[src/rtl/sig_reg_writer.sv]
// Serial command receiver feeding a timed register-write sequencer for the signal generator.
// Optional shadow RAM of written registers is enabled by defining SIG_REG_WRITER_SHADOW_EN.
module sig_reg_writer #(
  parameter int unsigned FIFO_DEPTH    = 4,
  parameter int unsigned STROBE_CYCLES = 2,
  parameter int unsigned GAP_CYCLES    = 1,
  parameter int unsigned SYNC_STAGES   = 2
) (
  input  logic       clk,
  input  logic       rst,
  input  logic       spi_sclk,
  input  logic       spi_mosi,
  input  logic       spi_cs_n,
  input  logic       clr_flags,
  output logic       write_strobe,
  output logic [2:0] address,
  output logic [4:0] data,
  output logic       busy,
  output logic       fifo_full,
  output logic       overflow,
  output logic       frame_err
`ifdef SIG_REG_WRITER_SHADOW_EN
  ,
  input  logic [2:0] shadow_addr,
  output logic [4:0] shadow_data
`endif
);

  localparam int unsigned AW      = (FIFO_DEPTH > 1) ? $clog2(FIFO_DEPTH) : 1;
  localparam int unsigned CNT_MAX = (STROBE_CYCLES > GAP_CYCLES) ? STROBE_CYCLES : GAP_CYCLES;
  localparam int unsigned CW      = $clog2(CNT_MAX + 1);
  localparam logic [CW-1:0] STROBE_LAST = CW'(STROBE_CYCLES - 1);
  localparam logic [CW-1:0] GAP_LAST    = CW'((GAP_CYCLES == 0) ? 0 : GAP_CYCLES - 1);
  localparam logic [AW:0]   FULL_COUNT  = (AW + 1)'(FIFO_DEPTH);

  typedef enum logic [2:0] {StIdle, StSetup, StStrobe, StHold, StGap} state_e;

  logic [SYNC_STAGES-1:0] sclk_sync_q, mosi_sync_q, cs_sync_q;
  logic sclk_s, mosi_s, cs_s, sclk_prev_q, cs_prev_q;
  logic sclk_rise, cs_fall, cs_rise;

  logic [2:0] bit_cnt_q;
  logic [6:0] shift_q;
  logic [7:0] frame_q;
  logic       push_q;
  logic       overflow_q, frame_err_q;

  logic [7:0]    mem_q [FIFO_DEPTH];
  logic [AW-1:0] wr_ptr_q, rd_ptr_q;
  logic [AW:0]   count_q;
  logic          full, avail, pop_slot, pop, mem_rd, mem_wr, bypass, ovf_set;
  logic [7:0]    head;

  state_e        state_q, state_d;
  logic [CW-1:0] cyc_q, cyc_d;
  logic          strobe_q;
  logic [2:0]    addr_q;
  logic [4:0]    data_q;

  // cs_n idles high so reset never fabricates a frame-select edge
  always_ff @(posedge clk or posedge rst) begin
    if (rst) begin
      sclk_sync_q <= '0;
      mosi_sync_q <= '0;
      cs_sync_q   <= '1;
      sclk_prev_q <= 1'b0;
      cs_prev_q   <= 1'b1;
    end else begin
      sclk_sync_q <= {sclk_sync_q[SYNC_STAGES-2:0], spi_sclk};
      mosi_sync_q <= {mosi_sync_q[SYNC_STAGES-2:0], spi_mosi};
      cs_sync_q   <= {cs_sync_q[SYNC_STAGES-2:0], spi_cs_n};
      sclk_prev_q <= sclk_s;
      cs_prev_q   <= cs_s;
    end
  end

  assign sclk_s    = sclk_sync_q[SYNC_STAGES-1];
  assign mosi_s    = mosi_sync_q[SYNC_STAGES-1];
  assign cs_s      = cs_sync_q[SYNC_STAGES-1];
  assign sclk_rise = sclk_s & ~sclk_prev_q;
  assign cs_fall   = ~cs_s & cs_prev_q;
  assign cs_rise   = cs_s & ~cs_prev_q;

  always_ff @(posedge clk or posedge rst) begin
    if (rst) begin
      bit_cnt_q <= '0;
      shift_q   <= '0;
      frame_q   <= '0;
      push_q    <= 1'b0;
    end else begin
      push_q <= 1'b0;
      if (cs_fall || cs_rise) begin
        bit_cnt_q <= '0;
      end else if (!cs_s && sclk_rise) begin
        shift_q   <= {shift_q[5:0], mosi_s};
        bit_cnt_q <= bit_cnt_q + 3'd1;
        if (bit_cnt_q == 3'd7) begin
          frame_q <= {shift_q, mosi_s};
          push_q  <= 1'b1;
        end
      end
    end
  end

  // An empty FIFO lets a fresh frame go straight to the output registers
  assign full    = (count_q == FULL_COUNT);
  assign avail   = (count_q != '0) | push_q;
  assign head    = (count_q != '0) ? mem_q[rd_ptr_q] : frame_q;
  assign pop     = pop_slot & avail;
  assign mem_rd  = pop & (count_q != '0);
  assign bypass  = pop & (count_q == '0);
  assign mem_wr  = push_q & ~bypass & (~full | mem_rd);
  assign ovf_set = push_q & full & ~mem_rd;

  always_ff @(posedge clk) begin
    if (mem_wr) mem_q[wr_ptr_q] <= frame_q;
  end

  always_ff @(posedge clk or posedge rst) begin
    if (rst) begin
      wr_ptr_q <= '0;
      rd_ptr_q <= '0;
      count_q  <= '0;
    end else begin
      if (mem_wr) wr_ptr_q <= wr_ptr_q + AW'(1);
      if (mem_rd) rd_ptr_q <= rd_ptr_q + AW'(1);
      count_q <= count_q + (AW + 1)'(mem_wr) - (AW + 1)'(mem_rd);
    end
  end

  always_ff @(posedge clk or posedge rst) begin
    if (rst) begin
      overflow_q  <= 1'b0;
      frame_err_q <= 1'b0;
    end else begin
      if (ovf_set) overflow_q <= 1'b1;
      else if (clr_flags) overflow_q <= 1'b0;
      if (cs_rise && (bit_cnt_q != 3'd0)) frame_err_q <= 1'b1;
      else if (clr_flags) frame_err_q <= 1'b0;
    end
  end

  // The last HOLD/GAP cycle may pop directly, keeping the write period free of an IDLE cycle
  always_comb begin
    state_d  = state_q;
    cyc_d    = cyc_q;
    pop_slot = 1'b0;
    case (state_q)
      StIdle: begin
        pop_slot = 1'b1;
        if (avail) state_d = StSetup;
      end
      StSetup: begin
        state_d = StStrobe;
        cyc_d   = '0;
      end
      StStrobe: begin
        if (cyc_q == STROBE_LAST) state_d = StHold;
        else cyc_d = cyc_q + CW'(1);
      end
      StHold: begin
        if (GAP_CYCLES == 0) begin
          pop_slot = 1'b1;
          state_d  = avail ? StSetup : StIdle;
        end else begin
          state_d = StGap;
          cyc_d   = '0;
        end
      end
      StGap: begin
        if (cyc_q == GAP_LAST) begin
          pop_slot = 1'b1;
          state_d  = avail ? StSetup : StIdle;
        end else begin
          cyc_d = cyc_q + CW'(1);
        end
      end
      default: state_d = StIdle;
    endcase
  end

  always_ff @(posedge clk or posedge rst) begin
    if (rst) begin
      state_q  <= StIdle;
      cyc_q    <= '0;
      strobe_q <= 1'b0;
      addr_q   <= '0;
      data_q   <= '0;
    end else begin
      state_q  <= state_d;
      cyc_q    <= cyc_d;
      strobe_q <= (state_d == StStrobe);
      if (pop) {data_q, addr_q} <= head;
    end
  end

  assign write_strobe = strobe_q;
  assign address      = addr_q;
  assign data         = data_q;
  assign busy         = (state_q != StIdle) | (count_q != '0);
  assign fifo_full    = full;
  assign overflow     = overflow_q;
  assign frame_err    = frame_err_q;

`ifdef SIG_REG_WRITER_SHADOW_EN
  logic [4:0] shadow_q [8];

  always_ff @(posedge clk or posedge rst) begin
    if (rst) begin
      for (int i = 0; i < 8; i++) shadow_q[i] <= '0;
    end else if (state_q == StStrobe && cyc_q == '0) begin
      shadow_q[addr_q] <= data_q;
    end
  end

  assign shadow_data = shadow_q[shadow_addr];
`endif

endmodule

[config.mk]
export PLATFORM = sky130hd
export DESIGN_NAME = sig_reg_writer
export DESIGN_NICKNAME = d
export VERILOG_FILES = /design/src/rtl/sig_reg_writer.sv
export SDC_FILE = /design/constraint.sdc
export NUM_CORES = 1
export LEC_CHECK = 0
export BUFFER_PORTS_ARGS = -buffer_cell sky130_fd_sc_hd__clkbuf_2
export CAP_MARGIN = 10
export CORE_ASPECT_RATIO = 1.5
export CORE_UTILIZATION = 50
export CTS_BUF_LIST = sky130_fd_sc_hd__clkbuf_16
export DETAILED_ROUTE_END_ITERATION = 7
export GPL_TIMING_DRIVEN = 0
export PLACE_DENSITY = 0.67
export SYNTH_ARGS = -nofsm -noshare
export SYNTH_HDL_FRONTEND = slang
export SYNTH_SLANG_ARGS = --single-unit
[constraint.sdc]
create_clock -name clk -period 5.09 [get_ports clk]
set_input_delay 1.018 -clock clk [delete_from_list [all_inputs] [get_ports clk]]
set_output_delay 1.018 -clock clk [all_outputs]
set_load 0.05 [all_outputs]
-- Word-level counts from Yosys, hierarchy flattened
Memories as Yosys holds them, arrays and structs flattened.
Cells that the tools add are included.
- bitwise operators: 20
- equal/unequal tests: 10
- reduce and logical (&&, ||, !) cells: 18
- multiplexer cells: 21
- add/subtract/negate cells: 6
- operator list (cell ; count):
    $mux W3 ; 5
    $pmux W3 S5 ; 1
    $reduce_bool A3 Y1 ; 4
    $and A1 B1 Y1 ; 10
    $mux W1 ; 10
    $eq A3 B2 Y1 const B ; 3
    $eq A3 B3 Y1 const B ; 3
    $mux W8 ; 1
    $not A1 Y1 ; 7
    $add A2 B1 Y2 const B ; 3
    $logic_not A3 Y1 ; 2
    $pmux W2 S3 ; 1
    $reduce_and A3 Y1 ; 2
    $reduce_bool A2 Y1 ; 3
    $mux W2 ; 2
    $ne A2 B2 Y1 const B ; 2
    $add A3 B1 Y3 ; 1
    $add A3 B1 Y3 const B ; 1
    $eq A3 B1 Y1 const B ; 1
    $or A1 B1 Y1 ; 3
    $sub A3 B1 Y3 ; 1
    $eq A2 B1 Y1 const B ; 1
    $logic_and A1 B1 Y1 ; 2
    $logic_not A2 Y1 ; 1
    5 further kinds ; 5
- word-level logic and storage cells: 95
- memories: 1
- bits in registers: 50
- bits of input ports: 6
- bits in writable memories: 32
- memories (name ; words ; width ; rd ports ; clocked after memory_dff ; wr ports ; RTL line ; text):
    mem_q ; 4 ; 8 ; 1 ; 0 ; 1 ; 48 ; logic [7:0] mem_q [FIFO_DEPTH];

-- Longest topological paths before layout
- word-level depth: 10
- depth in mapped cells: 12
- depth with buffers taken out: 11

-- Worst setup path before layout
No wires, ideal clock.
- path type: register to output
- start point: register count_q[1]
- end point: output port busy
- arrival: 1399 ps
- cell stages (with the launch flop): 3
- setup slack: 2673 ps
- path buffers: 0
- data required time: 4072 ps
- path through: dfrtp_1 > or3_4 > or3_1
- word-level cells in the longest chain between the ends: 2
- RTL lines (what ; RTL line ; text):
    start, declared ; 50 ; logic [AW:0] count_q;
    start signal, assigned ; 127 ; count_q <= count_q + (AW + 1)'(mem_wr) - (AW + 1)'(mem_rd);
    $reduce_bool A3 Y1 ; 200 ; assign busy = (state_q != StIdle) | (count_q != '0);
    $or A1 B1 Y1 ; 200 ;
    end, declared ; 18 ; output logic busy,
No other way between the ends.

-- Worst setup path in the final report
Same ends and word-level chain as after synthesis.

==> flow_metrics.tcl <==
set metrics [dict create \
    synth-seq-cells 82 \
    cts_made_buffers 9 \
    track_usage_pct 17.04 \
    antenna_cells 0 \
    setup_violations 0 \
    dp_hpwl_um 3698 \
    worst_slew_pin_slew_ns 0.6442 \
    grt_pass1_vias 1842 \
    num_rows 36 \
    worstPathCellList "or3_4, or3_1, clkbuf_2" \
    met1_length_um 2247 \
    period_needed_ns 2.825 \
    synth_edf_count 32 \
    timing.rr.start "cyc_q[0]" \
    cp-endpoint "busy" \
    clock_skew_ns 0.006671 \
    drc_errors 0 \
    root_buffer "clkbuf_16" \
    slew-limit-headroom_pct 56.97 \
    area_growth_pct 14.46 \
    path_max_fanout 5 \
    io_pins 19 \
    p_leak_nw 1.680 \
    cp-end-kind "output port" \
    slew_violations 0 \
    wl_met2_um 2748 \
    cts-resized-gates 0 \
    syn-cell-area_sq_um 3418 \
    highest_layer "met4" \
    grt_start_max_net_pins 31 \
    ys_types 43 \
    grt_pass1_wl_um 8949 \
    ys_seq_area_share_pct 64.82 \
    min_period_over_period_pct 55.51 \
    cts_sinks 82 \
    ys.flop_type "dfrtp_1" \
    setup_tns_ns 0 \
    synth_adder_area_share_pct 4.612 \
    synth_area_leaders "dfrtp_1 (34%), edfxtp_1 (28%), mux4_2 (5.3%)" \
    firstDrtPassIters 4 \
    status "finished clean" \
    reg2regPathDepth 11 \
    place_congestion 0.7344 \
    path_class "flip-flop to output port" \
    crit_required_ns 4.07 \
    cts_setup_buffers 0 \
    wl_met3_um 169 \
    fmax_mhz 353.9 \
    fp.dieH_um 103.3 \
    critical-path-slowest-cell "dfrtp_1" \
    cp-start-kind "flip-flop" \
    synth_compound_area_share_pct 6.479 \
    ff2ff_setup_slack_ns 2.58 \
    power_density_nw_per_um2 350.3 \
    io_buffers 18 \
    ir_drop_v 0.0001906 \
    crit_start "count_q[1]" \
    wl_um 5300 \
    ff_latch_area_sq_um 2216 \
    avgSynthCellArea_sq_um 15.61 \
    fp.dieArea_sq_um 7178 \
    initial_utilization_pct 52.34 \
    synthArstFlopShare_pct 60.98 \
    cts_tree "built" \
    cts_max_path_buffers 2 \
    hold_violations 0 \
    cp_slowest_stage_delay_ns 0.46 \
    antenna_found_initial 0 \
    final_cell_mix "dfrtp_1 (47), edfxtp_1 (32), clkbuf_2 (18)" \
    cts_htree_levels 3 \
    layout.core_utilization_pct 59.90 \
    num_vias 1752 \
    arrival_ns 1.81 \
    insertion_delay_ns 0.33 \
    gr-total-overflow 0 \
    synth_area_leader_cell "dfrtp_1" \
    synth.top_cell.area_share_pct 34.41 \
    via_per_inst 5.309 \
    path_clk_slew_ns 0.06 \
    drive_above_1_share_pct 31.10 \
    dieWidth_um 69.51 \
    synth_xor_area_share_pct 1.537 \
    postRouteAntennaNets 0 \
    rsz0062_at_grt "no" \
    cts_hold_buf 0 \
    layout_commonest_cell "dfrtp_1" \
    worst_r2r_endpoint "count_q[2]" \
    maxCapViolations 0 \
    nNetsFinal 267 \
    netlist_instances 219 \
    ys_warn_count 0 \
    synth_fp_nets 237 \
    core_sq_um 6531 \
    muxShareOfSynthArea_pct 12.45 \
    fill_cells 507 \
    drt_iter0_markers 101 \
    avgRoutedWirePerCell_um 16.06 \
    synth_top_family_by_area "multiplexers" \
    multiInputGateArea_sq_um 1104 \
    hold_path_class "flip-flop to flip-flop" \
    synth-simple-area-share_pct 7.211 \
]
==> power by group <==
group	internal, mW	leakage [nW]	switching [mW]	total [mW]
Combinational	0.0213	0.611	0.0186	0.0399
Clock	0.359	0.141	0.253	0.611
Sequential	0.705	0.928	0.0143	0.719
Total	1.09	1.68	0.285	1.37
==> cells in the mapped netlist, drive strengths merged (4+ instances only) <==
| cell | count |
|---|---|
| and3 | 4 |
| mux4 | 8 |
| dfrtp | 47 |
| xnor2 | 6 |
| mux2 | 17 |
| buf | 5 |
| ha | 11 |
| inv | 16 |
| a21oi | 11 |
| nor2 | 15 |
| o22ai | 9 |
| edfxtp | 32 |
| o21ai | 4 |
==> worst max-delay path: cells and delay by family, from the launching register on <==
family / cells / cell delay, ns
buffers and inverters: 1 / 0.24
flip-flops: 1 / 0.46
AND/OR/NAND/NOR: 2 / 0.77
==> sequential cells by signal (all words and copies together), names as in the netlist, 2 cells and up <==
register	flops
mem_q	32
frame_q	8
shift_q	7
data	5
address	3
bit_cnt_q	3
count_q	3
state_q	3
cs_sync_q	2
cyc_q	2
mosi_sync_q	2
rd_ptr_q	2
sclk_sync_q	2
wr_ptr_q	2
==> cell families (layout without fill, tap and decap cells) <==
family | Yosys count | count (layout)
flip-flops | 82 | 82
buffers and inverters | 22 | 57
AND/OR/NAND/NOR | 38 | 38
multiplexers | 27 | 27
AO/OA/AOI/OAI | 32 | 32
XOR/XNOR | 6 | 6
adder cells (fa/ha/maj) | 12 | 12
==> final cells by class <==
type,count,share of cell area [%]
inverter,16,1.535
timing repair buffer,19,2.814
sequential,82,56.64
clock inverter,6,0.9914
multi-input combinational,115,28.21
clock buffer,10,6.396
buffer,6,0.9914
tap,76,2.430
==> how the worst min path moves through the flow <==
stage	startpoint	end	slack, ns	depth (start not counted)
after floorplan	mosi_sync_q[0]	mosi_sync_q[1]	0.33	0
after global placement	mosi_sync_q[0]	mosi_sync_q[1]	0.33	0
after detailed placement	mosi_sync_q[0]	mosi_sync_q[1]	0.34	0
after CTS	mosi_sync_q[0]	mosi_sync_q[1]	0.35	0
after global routing	mosi_sync_q[0]	mosi_sync_q[1]	0.36	0
final	mosi_sync_q[0]	mosi_sync_q[1]	0.35	0
==> through the flow <==
step	total power [mW]	setup WS, ns	cell area (sq um)	instances	hold WS [ns]
after detailed placement	0.7740	2.563	3623	314	0.3364
final	1.371	2.265	3913	330	0.3467
after global routing	1.421	2.196	3913	330	0.3562
after floorplan	0.7590	2.673	3418	219	0.3312
after CTS	1.391	2.245	3913	330	0.3501
after global placement	0.7706	2.247	3603	313	0.3329
==> per-layer routing <==
layer	GRT usage, %	vias to the layer above
li1	-	848
met1	19.37	861
met2	28.68	32
met3	5.620	11
met4	9.419	0
met5	0	-
Note: power is estimated with default switching activity, not from simulation.
